$ cat config.mk
export PLATFORM = sky130hd
export DESIGN_NAME = regfile_wb_queue
export DESIGN_NICKNAME = d
export VERILOG_FILES = /design/src/rtl/regfile_wb_queue.sv
export SDC_FILE = /design/constraint.sdc
export NUM_CORES = 1
export LEC_CHECK = 0
export CAP_MARGIN = 10
export CELL_PAD_IN_SITES_DETAIL_PLACEMENT = 0
export CELL_PAD_IN_SITES_GLOBAL_PLACEMENT = 1
export CORE_MARGIN = 2
export CORE_UTILIZATION = 35
export DETAILED_ROUTE_END_ITERATION = 6
export PLACE_DENSITY_LB_ADDON = 0.1
export SLEW_MARGIN = 30
export SYNTH_ARGS = -nofsm -noshare
export SYNTH_HDL_FRONTEND = slang
export SYNTH_SLANG_ARGS = --single-unit
$ cat constraint.sdc
create_clock -name clk -period 4.9 [get_ports clk]
set_input_delay 0.49 -clock clk [delete_from_list [all_inputs] [get_ports clk]]
set_output_delay 0.49 -clock clk [all_outputs]
set_load 0.005 [all_outputs]
$ cat src/rtl/regfile_wb_queue.sv
// Writeback queue: buffers execution-unit results and drains them into the 32x32 register file write port, with read forwarding.
// Latency: a request accepted on edge N can be written to the file at edge N+1 at the earliest; the write-port outputs are combinational from the head entry.
// Backpressure: in_ready drops when the queue is full, unless the queue is draining in the same cycle; requests to r0 are consumed and never enqueued.
module regfile_wb_queue #(
   parameter int DEPTH = 4,
   parameter int CNT_W = 3
) (
   input  logic             clk,
   input  logic             rst_n,
   input  logic             in_valid,
   output logic             in_ready,
   input  logic [4:0]       in_rd,
   input  logic [31:0]      in_data,
   input  logic             drain_en,
   output logic             regWr,
   output logic [4:0]       rW,
   output logic [31:0]      busW,
   input  logic [4:0]       rS1,
   input  logic [4:0]       rS2,
   output logic             fwdA_hit,
   output logic [31:0]      fwdA_data,
   output logic             fwdB_hit,
   output logic [31:0]      fwdB_data,
   output logic [CNT_W-1:0] count
);

   localparam int PTR_W = (DEPTH > 1) ? $clog2(DEPTH) : 1;

   // Circular buffer storage; entry validity is implied by head pointer and occupancy.
   logic [4:0]       rd_q   [DEPTH];
   logic [31:0]      data_q [DEPTH];

   logic [PTR_W-1:0] head_q, head_d;
   logic [PTR_W-1:0] tail_q, tail_d;
   logic [CNT_W-1:0] count_q, count_d;

   logic             full;
   logic             empty;
   logic             push;
   logic             pop;

   logic [32:0]      lookup_a;
   logic [32:0]      lookup_b;

   assign full     = (count_q == CNT_W'(DEPTH));
   assign empty    = (count_q == '0);
   assign pop      = drain_en & ~empty;
   assign in_ready = ~full | pop;
   // r0 is hard-wired zero, so such writes are handshaked but dropped.
   assign push     = in_valid & in_ready & (in_rd != 5'd0);
   assign count    = count_q;

   // Scan valid entries oldest to newest so the newest match wins; returns {hit, data}.
   function automatic logic [32:0] fwd_lookup(input logic [4:0] rs);
      logic [32:0]      res;
      logic [PTR_W-1:0] idx;
      res = '0;
      for (int k = 0; k < DEPTH; k++) begin
         idx = head_q + PTR_W'(k);
         if ((CNT_W'(k) < count_q) && (rs != 5'd0) && (rd_q[idx] == rs)) begin
            res = {1'b1, data_q[idx]};
         end
      end
      return res;
   endfunction

   // Forwarding covers every queued entry, including the head being popped this cycle.
   always_comb begin
      lookup_a  = fwd_lookup(rS1);
      lookup_b  = fwd_lookup(rS2);
      fwdA_hit  = lookup_a[32];
      fwdA_data = lookup_a[31:0];
      fwdB_hit  = lookup_b[32];
      fwdB_data = lookup_b[31:0];
   end

   // Register-file write port driven straight from the head entry when popping.
   always_comb begin
      regWr = 1'b0;
      rW    = '0;
      busW  = '0;
      if (pop) begin
         regWr = 1'b1;
         rW    = rd_q[head_q];
         busW  = data_q[head_q];
      end
   end

   // Next-state for pointers and occupancy; pointers wrap naturally as DEPTH is a power of two.
   always_comb begin
      head_d  = head_q;
      tail_d  = tail_q;
      count_d = count_q;
      if (pop) begin
         head_d = head_q + PTR_W'(1);
      end
      if (push) begin
         tail_d = tail_q + PTR_W'(1);
      end
      case ({push, pop})
         2'b10:   count_d = count_q + CNT_W'(1);
         2'b01:   count_d = count_q - CNT_W'(1);
         default: count_d = count_q;
      endcase
   end

   // Pointer and occupancy registers; reset empties the queue and discards pending writes.
   always_ff @(posedge clk or negedge rst_n) begin
      if (!rst_n) begin
         head_q  <= '0;
         tail_q  <= '0;
         count_q <= '0;
      end else begin
         head_q  <= head_d;
         tail_q  <= tail_d;
         count_q <= count_d;
      end
   end

   // Entry storage written at the tail on push.
   always_ff @(posedge clk or negedge rst_n) begin
      if (!rst_n) begin
         for (int i = 0; i < DEPTH; i++) begin
            rd_q[i]   <= '0;
            data_q[i] <= '0;
         end
      end else if (push) begin
         rd_q[tail_q]   <= in_rd;
         data_q[tail_q] <= in_data;
      end
   end

   // Producer must hold the request stable while it is stalled.
   property p_hold_when_stalled;
      @(posedge clk) disable iff (!rst_n)
         (in_valid && !in_ready) |=> ($stable(in_rd) && $stable(in_data));
   endproperty
   a_hold_when_stalled: assert property (p_hold_when_stalled);

endmodule

==> impl_metrics.env <==
export IMPL_setup_slack_ps=257.0
export IMPL_synth_area_top_cells="dfrtp_1 31%, mux4_2 25%, mux2_2 14%"
export IMPL_worstMarginPinSlew_ps=940.3
export IMPL_drive_gt1_frac=0.3519
export IMPL_skew_ps=10.85
export IMPL_fin_nets=1212
export IMPL_ys_seq_area_frac=0.3061
export IMPL_ys_top_cells_by_count="155 x dfrtp_1, 153 x mux2_2, 138 x mux4_2"
export IMPL_startpoint="head_q[0]$_DFFE_PN0N_"
export IMPL_yosys_area_top_type="dfrtp_1"
export IMPL_async_flop_share=1.000
export IMPL_first_global_vias=9741
export IMPL_grt_use_total=0.2142
export IMPL_switching_share=0.4129
export IMPL_synth_mux_area_frac=0.4336
export IMPL_crit_family="compound AO/OA/AOI/OAI gates"
export IMPL_syn_avg_cell_area_um2=12.34
export IMPL_crit_slowest_cell="dfrtp_4"
export IMPL_gp_congestion=0.8100
export IMPL_die_x_um=194.3
export IMPL_via_per_inst=6.012
export IMPL_pwr_share_clk=0.115
export IMPL_crit_path_end_kind="output pin"
export IMPL_vias=9782
export IMPL_synth_top_area_frac=0.3061
export IMPL_yosysMostFrequentCell="dfrtp_1"
export IMPL_nFillCells=3341
export IMPL_cts_root_buf="clkbuf_16"
export IMPL_syn_area_mm2=0.01267
export IMPL_synthCells=1027
export IMPL_synth_distinct_cells=50
export IMPL_cp_arrival_ps=4150
export IMPL_drt_iter0_drc=693
export IMPL_clockBufferDepth=2
export IMPL_clk_latency_ps=430
export IMPL_holdBufCountCts=0
export IMPL_cts_sink_count=155
export IMPL_min_path_type="input pin to async pin"
export IMPL_post_route_util=0.4325
export IMPL_core_area_mm2=0.03557
export IMPL_rows=69
export IMPL_synth_compound_area_share=0.08315
export IMPL_cap_violations=0
export IMPL_grt_overflow=0
export IMPL_critPathLaunchType="flop"
export IMPL_finalSetupViolations=0
export IMPL_synth_simple_area_share=0.09105
export IMPL_cts_tree="built"
export IMPL_ys_seq_elements=155
export IMPL_crit_chain="mux4_2, xnor2_1, nand2_1, a21oi_1, o211ai_4, buf_12, o211ai_1, clkdlybuf4s50_1"
export IMPL_cts_buffers=17
export IMPL_finalSetupTns_ps=0
export IMPL_vdd_ir_drop_max_mv=0.3353
export IMPL_synth_xor_area_frac=0.03239
export IMPL_critical_path_class="flop to output pin"
export IMPL_htreeDepth=4
export IMPL_power_frac_comb=0.651
export IMPL_routed_wl_um=40230
export IMPL_cp_required_ps=4410
export IMPL_yosys_warnings=0
export IMPL_rsz0062_at_grt="no"
export IMPL_p_switching_mw=4.982
export IMPL_min_period_ps=4643
export IMPL_ant_nets=0
export IMPL_seqPwrFrac=0.234
export IMPL_drc=0
export IMPL_worst_path_max_fanout=32
export IMPL_synth_nets=1087
export IMPL_syn_to_final_growth_pct=21.43
export IMPL_r2r_start="count[1]$_DFFE_PN0P_"
export IMPL_finalHoldViolations=0
export IMPL_synthFlopType="dfrtp_1"
export IMPL_cp_num_buf_inv=2
export IMPL_p_total_mw=12.07
export IMPL_p_int_mw=7.085
export IMPL_antenna_found_initial=2
export IMPL_first_pass_iters=5
export IMPL_status="finished, final reports clean"
export IMPL_layout_worst_path_cycle_share=0.9476
export IMPL_die_area_mm2=0.03774
export IMPL_wl_per_cell_um=24.73
export IMPL_io_pins=159
export IMPL_pre_cts_ws_ps=506.3
export IMPL_clkTransAtPathRegs_ps=70
export IMPL_grt_max_degree=66
export IMPL_grt_pass1_wl_um=62070
export IMPL_powerDensity_mw_per_mm2=784.4
export IMPL_port_buffers=158
export IMPL_relSlewSlack=0.3732
export IMPL_synthAdderAreaFrac=0.008888
export IMPL_slowest_delay_ps=720
export IMPL_die_height_um=194.3
export IMPL_hpwl_um=27460
export IMPL_synth_edff_count=0
export IMPL_start_util=0.3562
export IMPL_synth_top_family_by_area="multiplexers"
export IMPL_slew_violations=0
export IMPL_p_leak_nw=5.870
export IMPL_max_freq_ghz=0.2154
## worst paths after layout
kind | cells past startpoint | slack, ps | end
min in group clk | 1 | 530 | data_q[64]$_DFFE_PN0P_
worst min register to register | 1 | 530 | data_q[64]$_DFFE_PN0P_
worst max-delay path | 8 | 260 | fwdA_data[18]
worst min-delay path | 1 | 10 | rd_q[12]$_DFFE_PN0P_
max in group asynchronous | 2 | 3730 | head_q[1]$_DFFE_PN0N_
worst max register to register | 10 | 1940 | data_q[82]$_DFFE_PN0P_
## cells by family (layout without fill, tap and decap cells)
| kind of cell | count (synthesis) | in the layout |
|---|---|---|
| mux | 354 | 354 |
| simple gates | 228 | 228 |
| flops | 155 | 155 |
| compound gates | 128 | 128 |
| buf+inv | 107 | 245 |
| xor+xnor | 46 | 46 |
| fa+ha+maj | 9 | 9 |
| other cells | 0 | 1 |
## layer usage
metal  share of wire  vias up  track usage  wire length, um
met4           0.012        2      0.04377              476
met1            0.48     5115       0.3155            19150
met2            0.46      328       0.3343            18580
met3           0.050       35      0.03305             2008
li1                -     4302            -                -
met5         0.00032        -            0               13
## metrics by stage
step	hold slack (ps)	instance area, um2	std cells
5_1_grt	51.44	15380	1626
2_1_floorplan	194.4	12670	1027
3_3_place_gp	498.0	14730	1593
3_5_place_dp	498.0	14750	1594
6_report	12.74	15380	1627
4_1_cts	36.71	15360	1626
## cells in the final DEF, fill, tap and decap left out, drive strengths merged, types with 16 or more instances in the layout
cell type	instances
clkdlybuf4s50	157
dfrtp	155
mux2	153
mux4	140
mux2i	61
nor2	50
nand2	49
buf	45
and2	38
a211oi	36
nand3	33
nor4	33
a22oi	31
xnor2	30
o211ai	30
clkbuf	19
xor2	16
## final cells by class
class	instances	area (um2)	area share
Multi-Input combinational cell	765	8293	0.5390
Sequential cell	155	3886	0.2526
Timing Repair Buffer	202	1976	0.1284
Tap cell	461	576.8	0.03749
Clock buffer	19	442.9	0.02879
Clock inverter	13	166.4	0.01082
Inverter	11	41.29	0.002684
Antenna cell	1	2.502	0.0001627
## power by group through the flow
stage	Clock (mW)	Sequential [mW]	Combinational [mW]
after floorplan	0	2.47	5.59
after global placement	0	2.79	7.83
after detailed placement	0	2.84	7.85
after CTS	1.43	2.81	7.89
after global routing	1.48	2.96	8.44
final	1.39	2.83	7.85
## timing repair
item                       in CTS  in global routing
setup endpoints to repair       0                  5
buffers inserted                0                  0
gates resized for setup         0                  4
## flip-flops by register name (all words and copies together), names as in the netlist
register  count
data_q      128
rd_q         20
count         3
head_q        2
tail_q        2
No activity file was read; power rests on OpenSTA's default activity.
